## config.mk

```make
export PLATFORM = sky130hd
export DESIGN_NAME = tracer_host_driver_flat
export DESIGN_NICKNAME = d
export VERILOG_FILES = /design/src/rtl/tracer_host_driver_pkg.sv /design/src/rtl/tracer_host_driver_if.sv /design/src/rtl/tracer_host_driver_shifter.sv /design/src/rtl/tracer_host_driver.sv /design/src/flat_wrapper.sv
export SDC_FILE = /design/constraint.sdc
export NUM_CORES = 1
export LEC_CHECK = 0
export BUFFER_PORTS_ARGS = -buffer_cell sky130_fd_sc_hd__buf_2
export CAP_MARGIN = 20
export CORE_ASPECT_RATIO = 0.8
export CORE_MARGIN = 2
export CORE_UTILIZATION = 52
export CTS_CLUSTER_SIZE = 28
export DETAILED_ROUTE_END_ITERATION = 8
export PLACE_DENSITY = 0.78
export SKIP_CTS_REPAIR_TIMING = 1
export SLEW_MARGIN = 10
export SYNTH_ARGS = -nofsm -noshare
export SYNTH_HDL_FRONTEND = slang
export SYNTH_SLANG_ARGS = --single-unit
```

## constraint.sdc

```tcl
create_clock -name clk -period 2.49 [get_ports clk]
set_input_delay 0.498 -clock clk [delete_from_list [all_inputs] [get_ports clk]]
set_output_delay 0.498 -clock clk [all_outputs]
set_load 0.01 [all_outputs]
```

## src/rtl/tracer_host_driver_pkg.sv

```systemverilog
// tracer_host_pkg: shared types, widths and sizing helpers for the tracer host driver.
// Exports: state_t (driver FSM states), NIBBLE_W, RESULT_W, nibbles(), max3().
package tracer_host_pkg;

    localparam int NIBBLE_W = 4;
    localparam int RESULT_W = 8;

    typedef enum logic [2:0] {IDLE, RST, SEND, WAIT, HOLD} state_t;

    function automatic int nibbles(input int word_w, input int words);
        return word_w * words / NIBBLE_W;
    endfunction

    function automatic int max3(input int a, input int b, input int c);
        int m;
        m = a > b ? a : b;
        return m > c ? m : c;
    endfunction

endpackage

```

## src/rtl/tracer_host_driver_if.sv

```systemverilog
// tracer_host_driver_if: operand-frame and result streams between a controller and the driver.
// Signals: s_valid/s_ready/s_data/s_abs (frame in), m_valid/m_ready/m_result (result out).
// Modports: master = controller side, slave = driver side.
interface tracer_host_driver_if #(
    parameter int WORD_W = 16,
    parameter int WORDS  = 2
);
    import tracer_host_pkg::*;

    logic                     s_valid;
    logic                     s_ready;
    logic [WORD_W*WORDS-1:0]  s_data;
    logic                     s_abs;
    logic                     m_valid;
    logic                     m_ready;
    logic [RESULT_W-1:0]      m_result;

    modport master (
        output s_valid, s_data, s_abs, m_ready,
        input  s_ready, m_valid, m_result
    );

    modport slave (
        input  s_valid, s_data, s_abs, m_ready,
        output s_ready, m_valid, m_result
    );

endinterface

```

## src/rtl/tracer_host_driver_shifter.sv

```systemverilog
// tracer_nibble_shifter: frame register that loads in parallel and shifts out MSB-first by nibbles.
// Ports: clk, reset_n (async active-low), load (capture din), shift (move left one nibble),
//        din (frame), top_nib (current most-significant nibble).
module tracer_nibble_shifter
    import tracer_host_pkg::*;
#(
    parameter int W = 32
) (
    input  logic                clk,
    input  logic                reset_n,
    input  logic                load,
    input  logic                shift,
    input  logic [W-1:0]        din,
    output logic [NIBBLE_W-1:0] top_nib
);

    logic [W-1:0] q;

    always_ff @(posedge clk or negedge reset_n) begin
        if (!reset_n)
            q <= '0;
        else if (load)
            q <= din;
        else if (shift)
            q <= q << NIBBLE_W;
    end

    assign top_nib = q[W-1 -: NIBBLE_W];

endmodule

```

## src/rtl/tracer_host_driver.sv

```systemverilog
// tracer_host_driver: accepts an operand frame, resets the tracer, streams the frame in as nibbles and returns its result.
// Ports: clk, reset_n (async active-low), bus (slave side of the frame/result streams),
//        tr_reset/tr_abs/tr_data (to tracer pins), tr_result (from tracer), busy (not IDLE).
module tracer_host_driver
    import tracer_host_pkg::*;
#(
    parameter int WORD_W      = 16,
    parameter int WORDS       = 2,
    parameter int RESET_CYC   = 2,
    parameter int RESULT_WAIT = 8
) (
    input  logic                  clk,
    input  logic                  reset_n,
    tracer_host_driver_if.slave   bus,
    output logic                  tr_reset,
    output logic                  tr_abs,
    output logic [NIBBLE_W-1:0]   tr_data,
    input  logic [RESULT_W-1:0]   tr_result,
    output logic                  busy
);

    localparam int N     = nibbles(WORD_W, WORDS);
    localparam int CW    = $clog2(max3(RESET_CYC, N, RESULT_WAIT) + 1);

    state_t                state;
    logic [CW-1:0]         cnt;
    logic [NIBBLE_W-1:0]   top_nib;
    logic                  last;
    logic                  accept;
    logic                  shift;

    assign last         = cnt == '0;
    assign bus.s_ready  = reset_n && state == IDLE;
    assign accept       = bus.s_valid && bus.s_ready;
    assign busy         = state != IDLE;
    // The shifter advances whenever a nibble is handed to tr_data, so its top is always the next nibble.
    assign shift        = (state == RST && last) || (state == SEND && !last);

    tracer_nibble_shifter #(.W(WORD_W*WORDS)) u_shifter (
        .clk     (clk),
        .reset_n (reset_n),
        .load    (accept),
        .shift   (shift),
        .din     (bus.s_data),
        .top_nib (top_nib)
    );

    // One down-counter is reused for the reset hold, nibble count and result wait.
    always_ff @(posedge clk or negedge reset_n) begin
        if (!reset_n) begin
            state        <= IDLE;
            cnt          <= '0;
            tr_reset     <= 1'b1;
            tr_abs       <= 1'b0;
            tr_data      <= '0;
            bus.m_valid  <= 1'b0;
            bus.m_result <= '0;
        end else begin
            case (state)
                IDLE: if (accept) begin
                    tr_abs <= bus.s_abs;
                    cnt    <= CW'(RESET_CYC - 1);
                    state  <= RST;
                end
                RST: if (last) begin
                    tr_reset <= 1'b0;
                    tr_data  <= top_nib;
                    cnt      <= CW'(N - 1);
                    state    <= SEND;
                end else
                    cnt <= cnt - 1'b1;
                SEND: if (last) begin
                    tr_data <= '0;
                    cnt     <= CW'(RESULT_WAIT - 1);
                    state   <= WAIT;
                end else begin
                    tr_data <= top_nib;
                    cnt     <= cnt - 1'b1;
                end
                WAIT: if (last) begin
                    bus.m_result <= tr_result;
                    bus.m_valid  <= 1'b1;
                    state        <= HOLD;
                end else
                    cnt <= cnt - 1'b1;
                HOLD: if (bus.m_ready) begin
                    bus.m_valid <= 1'b0;
                    tr_reset    <= 1'b1;
                    state       <= IDLE;
                end
                default: state <= IDLE;
            endcase
        end
    end

endmodule

```

## src/flat_wrapper.sv

```systemverilog
// flat-port wrapper written by rule: the top's interface ports become plain ports
module tracer_host_driver_flat import tracer_host_pkg::*;
#(
    parameter int WORD_W      = 16,
    parameter int WORDS       = 2,
    parameter int RESET_CYC   = 2,
    parameter int RESULT_WAIT = 8
)
  (clk, reset_n, tr_reset, tr_abs, tr_data, tr_result, busy, bus_s_valid, bus_s_data, bus_s_abs, bus_m_ready, bus_s_ready, bus_m_valid, bus_m_result);
  tracer_host_driver_if #(.WORD_W(WORD_W), .WORDS(WORDS)) bus_i ();
  input  logic clk;
  input  logic reset_n;
  output logic tr_reset;
  output logic tr_abs;
  output logic [NIBBLE_W-1:0] tr_data;
  input  logic [RESULT_W-1:0] tr_result;
  output logic busy;
  input wire logic [$bits(bus_i.s_valid)-1:0] bus_s_valid;
  input wire logic [$bits(bus_i.s_data)-1:0] bus_s_data;
  input wire logic [$bits(bus_i.s_abs)-1:0] bus_s_abs;
  input wire logic [$bits(bus_i.m_ready)-1:0] bus_m_ready;
  output wire logic [$bits(bus_i.s_ready)-1:0] bus_s_ready;
  output wire logic [$bits(bus_i.m_valid)-1:0] bus_m_valid;
  output wire logic [$bits(bus_i.m_result)-1:0] bus_m_result;
  assign bus_i.s_valid = bus_s_valid;
  assign bus_i.s_data = bus_s_data;
  assign bus_i.s_abs = bus_s_abs;
  assign bus_i.m_ready = bus_m_ready;
  assign bus_s_ready = bus_i.s_ready;
  assign bus_m_valid = bus_i.m_valid;
  assign bus_m_result = bus_i.m_result;
  tracer_host_driver #(.WORD_W(WORD_W), .WORDS(WORDS), .RESET_CYC(RESET_CYC), .RESULT_WAIT(RESULT_WAIT)) u_core (.clk(clk), .reset_n(reset_n), .bus(bus_i), .tr_reset(tr_reset), .tr_abs(tr_abs), .tr_data(tr_data), .tr_result(tr_result), .busy(busy));
endmodule
```

# Word level (Yosys, flattened, before mapping)
# Cells that the tools add are included.
[totals]
ff_bits = 54
output_inout_bits = 17
[classes]
addsub = 1
eq_ne = 10
n_mux = 21
reduce_logical = 22
[ops]
columns = ["operator", "count"]
rows = [
  ["$mux W32", 2],
  ["$mux W4", 5],
  ["$mux W3", 5],
  ["$pmux W3 S5", 1],
  ["$pmux W4 S3", 1],
  ["$reduce_and A3 Y1", 3],
  ["$ne A2 B1 Y1 const B", 4],
  ["$pmux W4 S2", 1],
  ["$reduce_bool A2 Y1", 4],
  ["$eq A3 B2 Y1 const B", 2],
  ["$reduce_and A2 Y1", 3],
  ["$reduce_bool A3 Y1", 2],
  ["$reduce_and A5 Y1", 1],
  ["$logic_and A1 B1 Y1", 4],
  ["$logic_not A4 Y1", 1],
  ["$mux W1", 4],
  ["$ne A2 B2 Y1 const B", 2],
  ["$pmux W1 S2", 2],
  ["$sub A4 B1 Y4 const B", 1],
  ["$eq A3 B1 Y1 const B", 1],
  ["$eq A3 B3 Y1 const B", 1],
  ["$logic_not A3 Y1", 1],
  ["$reduce_or A2 Y1", 1],
  ["$logic_not A1 Y1", 1],
  ["$logic_or A1 B1 Y1", 1],
]

# Depth between registers and ports, before layout
# Gate-level depths: netlist of run 1.
[logic_depth]
ltp_word = 6
depth_mapped = 7

# Hierarchy
# A second synthesis of run 1 with hierarchy kept.
[hier_totals]
cells_unflattened = 242
hier_area_um2 = 2585.0
[modules_own_cells]
columns = ["module", "n_inst", "cells_per_inst", "area_each_um2"]
rows = [
  ["tracer_nibble_shifter", 1, 143, 1521.5],
  ["tracer_host_driver", 1, 99, 1063.5],
]

# Least setup slack after synthesis of run 1
# OpenSTA, ideal clock, no wires.
[synth_timing]
path_type = "register to register"
start = "register u_core.cnt[0]"
end = "register u_core.u_shifter.q[24]"
setup_ps = 126
arrival_time_ps = 1883
required_time_ps = 2364
path_slack_ps = 481
stages_incl_launch_ff = 7
n_path_buf = 1
synth_period_minus_slack_ps = 2009
path_cell_list = "dfrtp_1 inv_1 ha_1 nor3b_4 mux2_2 clkbuf_1 a221o_1"
[synth_between]
elab_chain_cells = 5
word_cells_on_any_way = 6
cone_classes = "reduce/logical (6)"
[synth_rtl]
columns = ["element", "line", "text"]
rows = [
  ["from (decl)", "tracer_host_driver.sv:26", "logic [CW-1:0] cnt;"],
  ["from (signal assigned)", "tracer_host_driver.sv:62", "cnt <= CW'(RESET_CYC - 1);"],
  ["from (signal assigned)", "tracer_host_driver.sv:68", "cnt <= CW'(N - 1);"],
  ["from (signal assigned)", "tracer_host_driver.sv:71", "cnt <= cnt - 1'b1;"],
  ["$logic_not A4 Y1 *", "tracer_host_driver.sv:32", "assign last = cnt == '0;"],
  ["$logic_not A1 Y1", "tracer_host_driver.sv:37", "assign shift = (state == RST && last) || (state == SEND && !last);"],
  ["$logic_and A1 B1 Y1", "tracer_host_driver.sv:37", ""],
  ["$logic_or A1 B1 Y1 *", "tracer_host_driver.sv:37", ""],
  ["$reduce_bool A2 Y1 (no source line) *", "--", ""],
  ["to (signal assigned)", "tracer_host_driver_shifter.sv:23", "q <= din;"],
  ["to (signal assigned)", "tracer_host_driver_shifter.sv:25", "q <= q << NIBBLE_W;"],
  ["to (decl)", "tracer_host_driver_shifter.sv:17", "logic [W-1:0] q;"],
]
# Mark *: on every way between the ends. The rest lies on a longest branch, timed or not.
# A chain may end at the register's enable or synchronous reset.

# Worst setup path after layout of run 1
[layout_timing]
start = "register u_core.cnt[0]"
end = "register u_core.u_shifter.q[14]"
# The elaborated chain is that of the path after synthesis.

==> Flow_metrics.wiki, run 1 <==
{| class="wikitable"
! Metric !! Value
|-
| Static leakage || between 0.001 and 0.0015 uW
|-
| Min-delay worst type || in -> async
|-
| Post-synth design cell area || 0.00240 mm2
|-
| Instance count of the mapped netlist || 215
|-
| Top cell type's share of synthesized area || 55.3%
|-
| Placement Rows || 22
|-
| Post-detail-place hpwl || 3590 um
|-
| Proportion of layout cells with a drive suffix above 1 || 31.3%
|-
| Placement Setup Slack || 0.219 ns
|-
| Final Cycle Share || 91.7%
|-
| Level count of the clock H-tree || 2
|-
| Final slew viol count || 0
|-
| Max-cap check violation count || 0
|-
| Average wire length per cell after detail routing || approximately 16 um
|-
| Achievable clock frequency || about 0.44 GHz
|-
| Actual transition at the worst max-transition pin || 0.633 ns
|-
| Wire length of the first global-routing pass || 8620 um
|-
| Detailed-route vias per instance || 5.70
|-
| TritonCTS Buffers || 5
|-
| Pin count of the biggest net entering global routing || 35
|-
| CP peak stage delay || 0.63 ns
|-
| Clock sink count || 54
|-
| Largest clock skew in the final design || 0.00589 ns
|-
| Initial Util || around 53%
|-
| Kind of capture point of the worst setup path || register
|-
| Time the worst path needs with I/O delays and setup || 2.28 ns
|-
| Run status || completed
|-
| Sequential Power Share || 43.8%
|-
| Required time reported for the critical path endpoint || 2.68 ns
|-
| Per-instance average area after synthesis || 11.2 um2
|-
| P&R area growth vs syn || 18.3%
|-
| Global route total overflow || 0
|-
| Slack of the critical path || 0.206 ns
|-
| CTS clk-pin slew, worst paths || approximately 0.090 ns
|-
| Top library cells by usage in the layout, fill and taps aside || 61 x buf_2, 53 x dfrtp_1, 25 x and3_1
|-
| Leading cell type in the layout, fill and taps excluded || buf_2
|-
| Final sum of negative setup slack || 0 ns
|-
| Internal portion of total power || ~2100 uW
|-
| Count of boundary I/O pins || 62
|-
| Die Span X || 79.9 um
|-
| Via total after detailed routing || 1,892
|-
| Vertical die dimension || 64.7 um
|-
| Maximum clock path buffer count || 2
|-
| Master of the slowest instance on the critical path || mux2_2
|-
| Area of the core || 0.00451 mm2
|-
| Critical path cell sequence || inv_1, ha_1, nor3b_4, mux2_2, a221o_1
|-
| Root Buffer Master || clkbuf_8
|-
| Cell variety after synth || 30
|-
| Clock latency on the worst-skew pair || ~0.30 ns
|-
| Max-slew headroom at the worst pin || 57.8%
|-
| Antenna diode count || 0
|-
| Sequential cell area fraction in the yosys report || a little under three fifths
|-
| Power density relative to cell area || 1200 mW/mm2
|-
| Number of synthesized register bits || 54
|-
| GRT Total Usage || 21.4%
|-
| Die ar. || 0.00518 mm2
|-
| CTS tree || built
|-
| Warnings, synthesis || 0
|-
| Setup slack, reg-to-reg || 0.21 ns
|-
| Switching share of power || 37.0%
|-
| Unrepaired setup endpoints after global routing || false
|-
| Vias in the first global route || approximately 1,800
|-
| Cells taking the most area after synthesis || dfrtp_1 55%, a221o_1 10%, and3_1 6.5%
|-
| # nets final || 318
|-
| Count of endpoints failing setup in the final report || 0
|-
| Part of the power in combinational logic || a little over two fifths
|-
| Post-Layout Inst Area || 0.00284 mm2
|-
| Critical path class || reg -> reg
|-
| Final hold violations || 0
|-
| Area after detailed placement || between 0.002 and 0.003 mm2
|-
| Critical Path Start Type || register
|-
| Remaining DRCs || 0
|-
| Leading area contributor after synthesis || dfrtp_1
|-
| Worst IR Drop VDD || 0.543 mV
|-
| Antenna violations before repair || 0
|-
| Initial DRC count || 170
|-
| Overall routed net length || slightly above 5000 um
|-
| Count of buffers from port buffering || 61
|-
| Psw || roughly 1300 uW
|-
| Net count after synthesis || 261
|-
| Final ANT Viol Nets || 0
|-
| Pwr Total || 3410 uW
|-
| Number of cells on the worst reg-to-reg path || 5
|-
| Arrival time of the worst setup path || 2.47 ns
|-
| Gp weighted congestion || 0.815
|-
| CP max FO || 32
|-
| Clk pwr share || 13.6%
|-
| 1st-pass router iterations || 4
|}
power groups by stage:
| stage | Clock (uW) | Combinational, uW | Sequential [uW] |
|---|---|---|---|
| floorplan | 0 | 1080 | 1460 |
| global placement | 0 | 1400 | 1500 |
| detailed placement | 0 | 1450 | 1510 |
| global route | 512 | 1610 | 1540 |
| finish | 463 | 1450 | 1490 |
| CTS | 468 | 1460 | 1490 |
flip-flops by register name (all words and copies together) (netlist names):
| register | cells |
|---|---|
| u_core.tr_abs | 1 |
| u_core.tr_reset | 1 |
| u_core.bus.m_result | 8 |
| u_core.tr_data | 4 |
| u_core.bus.m_valid | 1 |
| u_core.cnt | 4 |
| u_core.u_shifter.q | 32 |
| u_core.state | 3 |
path summary, 6_finish.rpt:
kind | start | to
setup / recovery | u_core.cnt[0] | u_core.u_shifter.q[14]
hold / removal | reset_n | u_core.bus.m_result[0]
setup reg to reg | u_core.cnt[0] | u_core.u_shifter.q[14]
hold reg to reg | u_core.tr_abs | u_core.tr_abs
max in group asynchronous | reset_n | u_core.tr_reset
min in group clk | bus_s_data[1] | u_core.u_shifter.q[1]
worst max-delay path, delay by kind of cell, from the launching register on:
kind            cells  cell delay [ns]
buf+inv             1             0.07
fa+ha+maj           1             0.19
flops               1             0.41
simple gates        1             0.42
mux                 1             0.63
compound gates      1             0.44
kinds of logic after synthesis:
family          Yosys count  synth area share [%]
simple gates             74                  16.4
compound gates           54                  18.0
flops                    54                  56.4
fa+ha+maj                 1                 0.522
mux                      11                  5.06
buf+inv                  21                  3.60
stage by stage:
stage	cells	utilization [%]	hold slack, ns
after floorplan	215	-	0.202
after detailed placement	325	61.1	0.436
final	332	62.8	0.105
after global placement	325	61.1	0.437
after global routing	332	62.8	0.120
after CTS	332	62.8	0.108
routing by layer:
metal / vias to the layer above / wire, um / GRT usage [%]
met5: - / 0 / 0
met4: 0 / 25 / 4.45
met3: 5 / 246 / 4.32
met2: 49 / 2400 / 30.9
met1: 924 / 2520 / 33.6
li1: 914 / - / -
final cells by class:
cell class	instances	area (um2)
clock buffer	6	72.6
clock inverter	1	7.51
fill	385	1680
inverter	4	15.0
multi-input combinational	140	963
sequential	54	1350
tap	60	75.1
timing repair buffer	67	350
cell usage after synthesis:
master / count
and2_1: 1
a21o_1: 2
ha_1: 1
inv_1: 4
dfstp_2: 1
a211o_1: 1
nor4_1: 1
a21oi_1: 14
a221o_1: 24
nand2b_1: 2
nor3b_4: 1
o41ai_1: 1
nor2b_1: 2
nor3b_1: 2
o21ai_0: 3
dfrtp_1: 53
nor3_1: 5
a211oi_1: 2
mux2_2: 9
a31oi_1: 1
clkbuf_1: 11
nand3_1: 5
and3_1: 25
a311o_1: 1
buf_2: 6
nand2_1: 22
mux2i_1: 2
nor2_1: 7
or3_1: 1
a22o_1: 5
(Power assumes the default switching activity.)
==> run 2: changes to the inputs <==
ABC_CLOCK_PERIOD_IN_PS = 2890   (was unset)
CORE_UTILIZATION = 55   (was 52)
CTS_BUF_LIST = sky130_fd_sc_hd__clkbuf_4   (was unset)
PLACE_DENSITY = 0.82   (was 0.78)
clock period = 2.89 ns   (was 2.49 ns; I/O delays follow)
==> run 2 against run 1 <==
  * Clock power fell by 8.6%
  * Non-clock buffer count fell by 1
  * Power fell by 14%
  * Register-to-register slack improved by 0.40 ns
  * Combinational power fell by 14%
  * Wire length fell by 2.3%
  * Sequential share of layout area rose by 0.15 points
  * Count of clock-buffer cells in the layout did not move
  * Die area fell by 5.2%
  * Sequential power fell by 14%
  * First-iteration DRC count rose by 45%
==> Flow_metrics.wiki, run 2 (synthesis gave the netlist of run 1 again) <==
{| class="wikitable"
! Metric !! Value
|-
| Final cell count without fillers || 329
|-
| Via total after detailed routing || 1,874
|-
| Filler instances || 333
|-
| Gp weighted congestion || 0.777
|-
| Switching share of power || a little over a third
|-
| Sequential Power Share || 43.2%
|-
| GRT Total Usage || 22.4%
|-
| Largest clock skew in the final design || 0.00753 ns
|-
| Final Cycle Share || 79.2%
|-
| Count of buffers from port buffering || just over 60
|-
| Kind of capture point of the worst setup path || register
|-
| Pwr Total || 2950 uW
|-
| Initial DRC count || approximately 250
|-
| Part of the power in combinational logic || 42.4%
|-
| Final hold violations || 0
|-
| Time the worst path needs with I/O delays and setup || 2.29 ns
|-
| Min-delay worst type || in -> async
|-
| Post-detail-place hpwl || 3470 um
|-
| Area of the core || 0.00418 mm2
|-
| Start of the worst register-to-register path || u_core.cnt[0]
|-
| Critical path class || reg -> reg
|-
| Clock latency on the worst-skew pair || ~0.37 ns
|-
| Required time reported for the critical path endpoint || 3.16 ns
|-
| Top library cells by usage in the layout, fill and taps aside || 61 x buf_2, 53 x dfrtp_1, 25 x and3_1
|-
| Arrival time of the worst setup path || 2.56 ns
|-
| Count of endpoints failing setup in the final report || 0
|-
| Run status || completed
|-
| Critical path cell sequence || inv_1, ha_1, inv_1, nor4_1, nor2b_1, mux2_2
|-
| Remaining DRCs || 0
|-
| CTS clk-pin slew, worst paths || approximately 0.15 ns
|-
| End point of the critical path || u_core.bus.m_result[4]
|-
| P&R area growth vs syn || 17.9%
|-
| Critical register-to-register path endpoint || u_core.bus.m_result[4]
|-
| Maximum clock path buffer count || 2
|-
| Psw || 1080 uW
|-
| Global route total overflow || 0
|-
| Highest routed metal layer || met4
|-
| Total length of routed met3 wires || between 300 and 400 um
|-
| Number of cells after detailed placement || 321
|-
| Placement Rows || 21
|-
| Vertical die dimension || 63.1 um
|-
| Clock sink count || 54
|-
| Top Registers || u_core.u_shifter.q (32), u_core.bus.m_result (8)
|-
| CP Buf/Inv Count || 2
|-
| Static leakage || 0.00147 uW
|-
| Antenna diode count || 0
|-
| Number of logic stages on the critical path including buffering || 6
|-
| Power density relative to cell area || 1040 mW/mm2
|-
| Detailed-route vias per instance || about 5.7
|-
| Internal portion of total power || approximately 1900 uW
|-
| Critical Path Start Type || register
|-
| Count of boundary I/O pins || 62
|-
| Unrepaired setup endpoints after global routing || false
|-
| Average wire length per cell after detail routing || 15.4 um
|-
| Wire length of the first global-routing pass || 8520 um
|-
| Pin count of the biggest net entering global routing || 35
|-
| Clk pwr share || 14.3%
|-
| Slack of the critical path || 0.601 ns
|-
| Metal-1 WL || 2460 um
|-
| TritonCTS Buffers || 5
|-
| Achievable clock frequency || 0.437 GHz
|-
| Final sum of negative setup slack || 0 ns
|-
| CP top delay family || simple AND/OR/NAND/NOR gates
|-
| CP max FO || 9
|-
| Final slew viol count || 0
|-
| Level count of the clock H-tree || 2
|-
| Final ANT Viol Nets || 0
|-
| Die ar. || 0.00491 mm2
|-
| Final design utilization || approximately two thirds
|-
| CTS tree || built
|-
| Critical path origin || u_core.cnt[0]
|-
| Wire length on met2 || 2240 um
|-
| Flip-flop count of the largest register after layout || 32
|-
| Number of cells on the worst reg-to-reg path || 6
|-
| Max-slew headroom at the worst pin || 45.6%
|-
| Root Buffer Master || clkbuf_4
|-
| Initial Util || 57.4%
|-
| Die Span X || 77.8 um
|-
| # nets final || between 300 and 400
|-
| Cell type with the highest occurrence count on the critical path || inv_1
|-
| 1st-pass router iterations || 4
|-
| Master of the slowest instance on the critical path || nor2b_1
|-
| Actual transition at the worst max-transition pin || 0.814 ns
|-
| Max-cap check violation count || 0
|-
| Proportion of layout cells with a drive suffix above 1 || 31.6%
|-
| Antenna violations before repair || 0
|-
| Setup slack, reg-to-reg || between 0.6 and 0.7 ns
|-
| Vias in the first global route || 1,760
|-
| Placement Setup Slack || about 0.63 ns
|-
| Register bank with the most flops || u_core.u_shifter.q
|-
| CP peak stage delay || between 0.7 and 0.8 ns
|-
| Leading cell type in the layout, fill and taps excluded || buf_2
|-
| Worst IR Drop VDD || 0.557 mV
|-
| Overall routed net length || 5070 um
|}
## run 2: worst min-delay path by stage
stage	depth (start not counted)	slack, ns	to
5_1_grt	1	0.16	u_core.u_shifter.q[21]
3_3_place_gp	2	0.46	u_core.tr_abs
4_1_cts	1	0.16	u_core.state[0]
2_1_floorplan	0	0.28	u_core.bus.m_result[0]
3_5_place_dp	2	0.46	u_core.tr_abs
6_report	1	0.15	u_core.state[0]
## run 2: cell type report
class | instances | area (um2) | area share, %
repair buffers | 66 | 343 | 12.1
clock inverters | 2 | 37.5 | 1.33
flip-flops and latches | 54 | 1350 | 47.8
multi-input cells | 140 | 963 | 34.1
clock buffers | 6 | 45.0 | 1.59
inverters | 4 | 15.0 | 0.531
well taps | 57 | 71.3 | 2.52
## run 2: power groups by stage
stage	clock network [uW]	logic [uW]	registers, uW
after floorplan	0	928	1260
after global placement	0	1210	1280
after detailed placement	0	1250	1290
after CTS	428	1260	1270
after global routing	470	1410	1320
final	423	1250	1280
## run 2: worst reg2reg max path: cells and delay by family (launching register included)
kind	cells	cell delay, ns
buffers and inverters	2	0.12
adders and majority gates	1	0.18
and+or+nand+nor	2	1.04
DFF	1	0.43
muxes	1	0.42
## run 2: metal layers
| layer | up-vias | GRT usage, % |
|---|---|---|
| li1 | 910 | - |
| met1 | 900 | 35.0 |
| met2 | 58 | 31.3 |
| met3 | 6 | 4.73 |
| met4 | 0 | 7.59 |
| met5 | - | 0 |
## run 2: metrics by stage
stage / area (um2) / hold WS (ns)
3_3_place_gp: 2750 / 0.456
5_1_grt: 2830 / 0.158
4_1_cts: 2830 / 0.155
2_1_floorplan: 2400 / 0.282
6_report: 2830 / 0.148
3_5_place_dp: 2750 / 0.462
==> run 3: changes to the inputs <==
ABC_AREA = 1   (was unset)
ABC_CLOCK_PERIOD_IN_PS = 1900   (was 2890)
CORE_UTILIZATION = 51   (was 55)
PLACE_DENSITY = 0.77   (was 0.82)
clock period = 1.9 ns   (was 2.89 ns; I/O delays follow)
==> run 3 against run 2 <==
  * Wire length is 17% higher
  * Via count increased by 32%
  * Worst hold slack lost 0.11 ns
  * Cell count rose by 55%
  * Sequential power increased by 47%
  * Synthesized cell count increased by 70%
  * Combinational power rose by 91%
  * Critical path type is now reg -> out
  * Critical endpoint is now bus_s_ready
==> Flow_metrics.wiki, run 3 <==
{| class="wikitable"
! Metric !! Value
|-
| Number of cells on the worst reg-to-reg path || 9
|-
| Cell variety after synth || 24
|-
| Count of endpoints failing setup in the final report || 0
|-
| Arrival time of the worst setup path || between 1 and 1.5 ns
|-
| Pin count of the biggest net entering global routing || 34
|-
| P&R area growth vs syn || 14.2%
|-
| Unrepaired setup endpoints after global routing || true
|-
| CTS clk-pin slew, worst paths || roughly 0.15 ns
|-
| Remaining DRCs || 0
|-
| Sequential cell area in the final layout || 0.00136 mm2
|-
| Cells taking the most area after synthesis || dfrtp_1 45%, nand2_1 19%, o21ai_2 9.5%
|-
| Top library cells by usage in the layout, fill and taps aside || 145 x nand2_1, 61 x buf_2, 50 x dfrtp_1
|-
| Post-Synth Adder-Cell Area || less than 1%
|-
| Initial Util || 53.4%
|-
| Actual transition at the worst max-transition pin || between 0.3 and 0.4 ns
|-
| Compound-Gate Fraction of Synth Area || 10.7%
|-
| Critical path class || reg -> out
|-
| Run status || completed
|-
| Number of synthesized register bits || 54
|-
| Global route total overflow || 0
|-
| Wire length of the first global-routing pass || 10,600 um
|-
| Max-cap check violation count || 0
|-
| Start of the worst register-to-register path || u_core.cnt[0]
|-
| Largest clock skew in the final design || 0.00778 ns
|-
| Sequential cell area fraction in the yosys report || 46.1%
|-
| Flip-flop count of the largest register after layout || 32
|-
| CP max FO || 7
|-
| Gp weighted congestion || 0.799
|-
| Post-synth EDFFs || 0
|-
| Fraction of the mapped netlist area in simple logic gates || 31.7%
|-
| Critical register-to-register path endpoint || u_core.u_shifter.q[22]
|-
| Net count after synthesis || just over 400
|-
| Final slew viol count || 0
|-
| Initial DRC count || 118
|-
| Time the worst path needs with I/O delays and setup || about 1.8 ns
|-
| Warnings, synthesis || 0
|-
| Library cell with the highest instance count after synthesis || nand2_1
|-
| Instance count of the mapped netlist || 366
|-
| Critical Path Start Type || register
|-
| Post-Layout Inst Area || 0.00335 mm2
|-
| Top FF cell, synth || dfrtp_1
|-
| TritonCTS Buffers || 5
|-
| Vertical die dimension || just over 70 um
|-
| Combinational family with the most area after synthesis || simple AND/OR/NAND/NOR gates
|-
| Vias in the first global route || 2,444
|-
| Placement Rows || 24
|-
| Achievable clock frequency || approximately 0.56 GHz
|-
| Min-delay worst type || in -> async
|-
| Post-synthesis share of cell area spent on xor and xnor gates || 0.298%
|-
| Power density relative to cell area || 1420 mW/mm2
|-
| Average wire length per cell after detail routing || 11.6 um
|-
| Count of buffers from port buffering || roughly 60
|-
| Multi-input combinational cell area || 0.00126 mm2
|-
| Post-synth design cell area || approximately 0.003 mm2
|-
| Kind of capture point of the worst setup path || output pin
|-
| Leading area contributor after synthesis || dfrtp_1
|-
| Level count of the clock H-tree || 2
|-
| Async S/R FF share, synth || 100%
|-
| Area after detailed placement || ~0.0033 mm2
|-
| Final hold violations || 0
|-
| Top cell type's share of synthesized area || 45.2%
|-
| Setup slack, reg-to-reg || 0.16 ns
|-
| Required time reported for the critical path endpoint || 1.52 ns
|-
| Register bank with the most flops || u_core.u_shifter.q
|-
| Static leakage || 0.00182 uW
|-
| Worst IR Drop VDD || 0.602 mV
|-
| Detailed-route vias per instance || 4.85
|-
| Per-instance average area after synthesis || 8.02 um2
|-
| Post-detail-place hpwl || 4350 um
|-
| Proportion of layout cells with a drive suffix above 1 || 30.2%
|-
| Die ar. || approximately 0.0064 mm2
|-
| Antenna violations before repair || 0
|-
| Clock sink count || 54
|-
| Final ANT Viol Nets || 0
|-
| Top Registers || u_core.u_shifter.q (32), u_core.bus.m_result (8)
|-
| Slack of the critical path || 0.120 ns
|-
| Antenna diode count || 0
|-
| Overall routed net length || ~6000 um
|-
| Max-slew headroom at the worst pin || 73.9%
|-
| Die Span X || 88.8 um
|-
| Pwr Total || approximately 4800 uW
|-
| Post-synth top cells || 145 x nand2_1, 53 x dfrtp_1, 48 x nand3_1, 41 x inv_1, 32 x o21ai_2
|-
| Mux contribution to synthesized area || 0%
|-
| Filler instances || 551
|-
| Leading cell type in the layout, fill and taps excluded || nand2_1
|-
| Area of the core || 0.00550 mm2
|-
| Placement Setup Slack || roughly 0.17 ns
|-
| Final Cycle Share || ~94%
|-
| 1st-pass router iterations || 4
|-
| CTS tree || built
|-
| Clock latency on the worst-skew pair || 0.37 ns
|-
| Count of boundary I/O pins || 62
|-
| Via total after detailed routing || 2,468
|-
| Root Buffer Master || clkbuf_4
|-
| GRT Total Usage || 20.6%
|-
| Maximum clock path buffer count || 2
|-
| # nets final || 476
|}
run 3: area by class of cell:
class / count / area share, %
Sequential cell: 54 / 40.4
Multi-Input combinational cell: 251 / 37.7
Timing Repair Buffer: 74 / 12.4
Inverter: 44 / 4.93
Tap cell: 78 / 2.91
Clock buffer: 5 / 1.12
Clock inverter: 3 / 0.485
run 3: metrics by stage:
stage / hold WS (ns) / cells / setup TNS, ns / utilization, %
after floorplan: 0.0844 / 366 / 0 / -
after global placement: 0.448 / 499 / 0 / 59.7
after detailed placement: 0.458 / 499 / 0 / 59.7
after CTS: 0.0396 / 507 / 0 / 60.7
after global routing: 0.0562 / 509 / -0.00134 / 61.0
final: 0.0362 / 509 / 0 / 61.0
run 3: worst max path at each step:
stage | start | to | slack [ns] | cells past startpoint
finish | u_core.state[1] | bus_s_ready | 0.12 | 4
floorplan | u_core.cnt[0] | u_core.u_shifter.q[10] | 0.43 | 9
global placement | u_core.cnt[0] | u_core.u_shifter.q[17] | 0.24 | 9
detailed placement | u_core.cnt[0] | u_core.u_shifter.q[20] | 0.17 | 9
CTS | u_core.state[0] | bus_s_ready | 0.003 | 4
global route | u_core.cnt[0] | u_core.u_shifter.q[18] | -0.0009 | 9
run 3: routing by layer:
metal	up-vias	wire length, um	GRT usage (%)
met5	-	0	0
met4	0	30	4.04
met3	4	245	3.69
met2	52	2920	36.4
met1	1143	2710	26.4
li1	1269	-	-
run 3: kinds of logic (layout without fill, tap and decap cells):
| logic type | Yosys count | in the layout |
|---|---|---|
| XOR/XNOR | 1 | 1 |
| buffers and inverters | 61 | 126 |
| AND/OR/NAND/NOR | 211 | 211 |
| adder cells (fa/ha/maj) | 1 | 1 |
| AO/OA/AOI/OAI | 38 | 38 |
| flip-flops | 54 | 54 |
run 3: report_power, final:
part | internal, uW | total [uW] | switching, uW | leakage (uW)
registers | 1600 | 1880 | 274 | 0.000687
logic | 933 | 2390 | 1450 | 0.00110
clock network | 139 | 495 | 356 | 0.0000286
total | 2670 | 4760 | 2080 | 0.00182
run 3: critical path: stages (launching register included):
cell and delay, ns:
dfrtp_2 0.50, nor2_4 0.17, nand2_4 0.08, nor2_4 0.13, buf_2 0.15
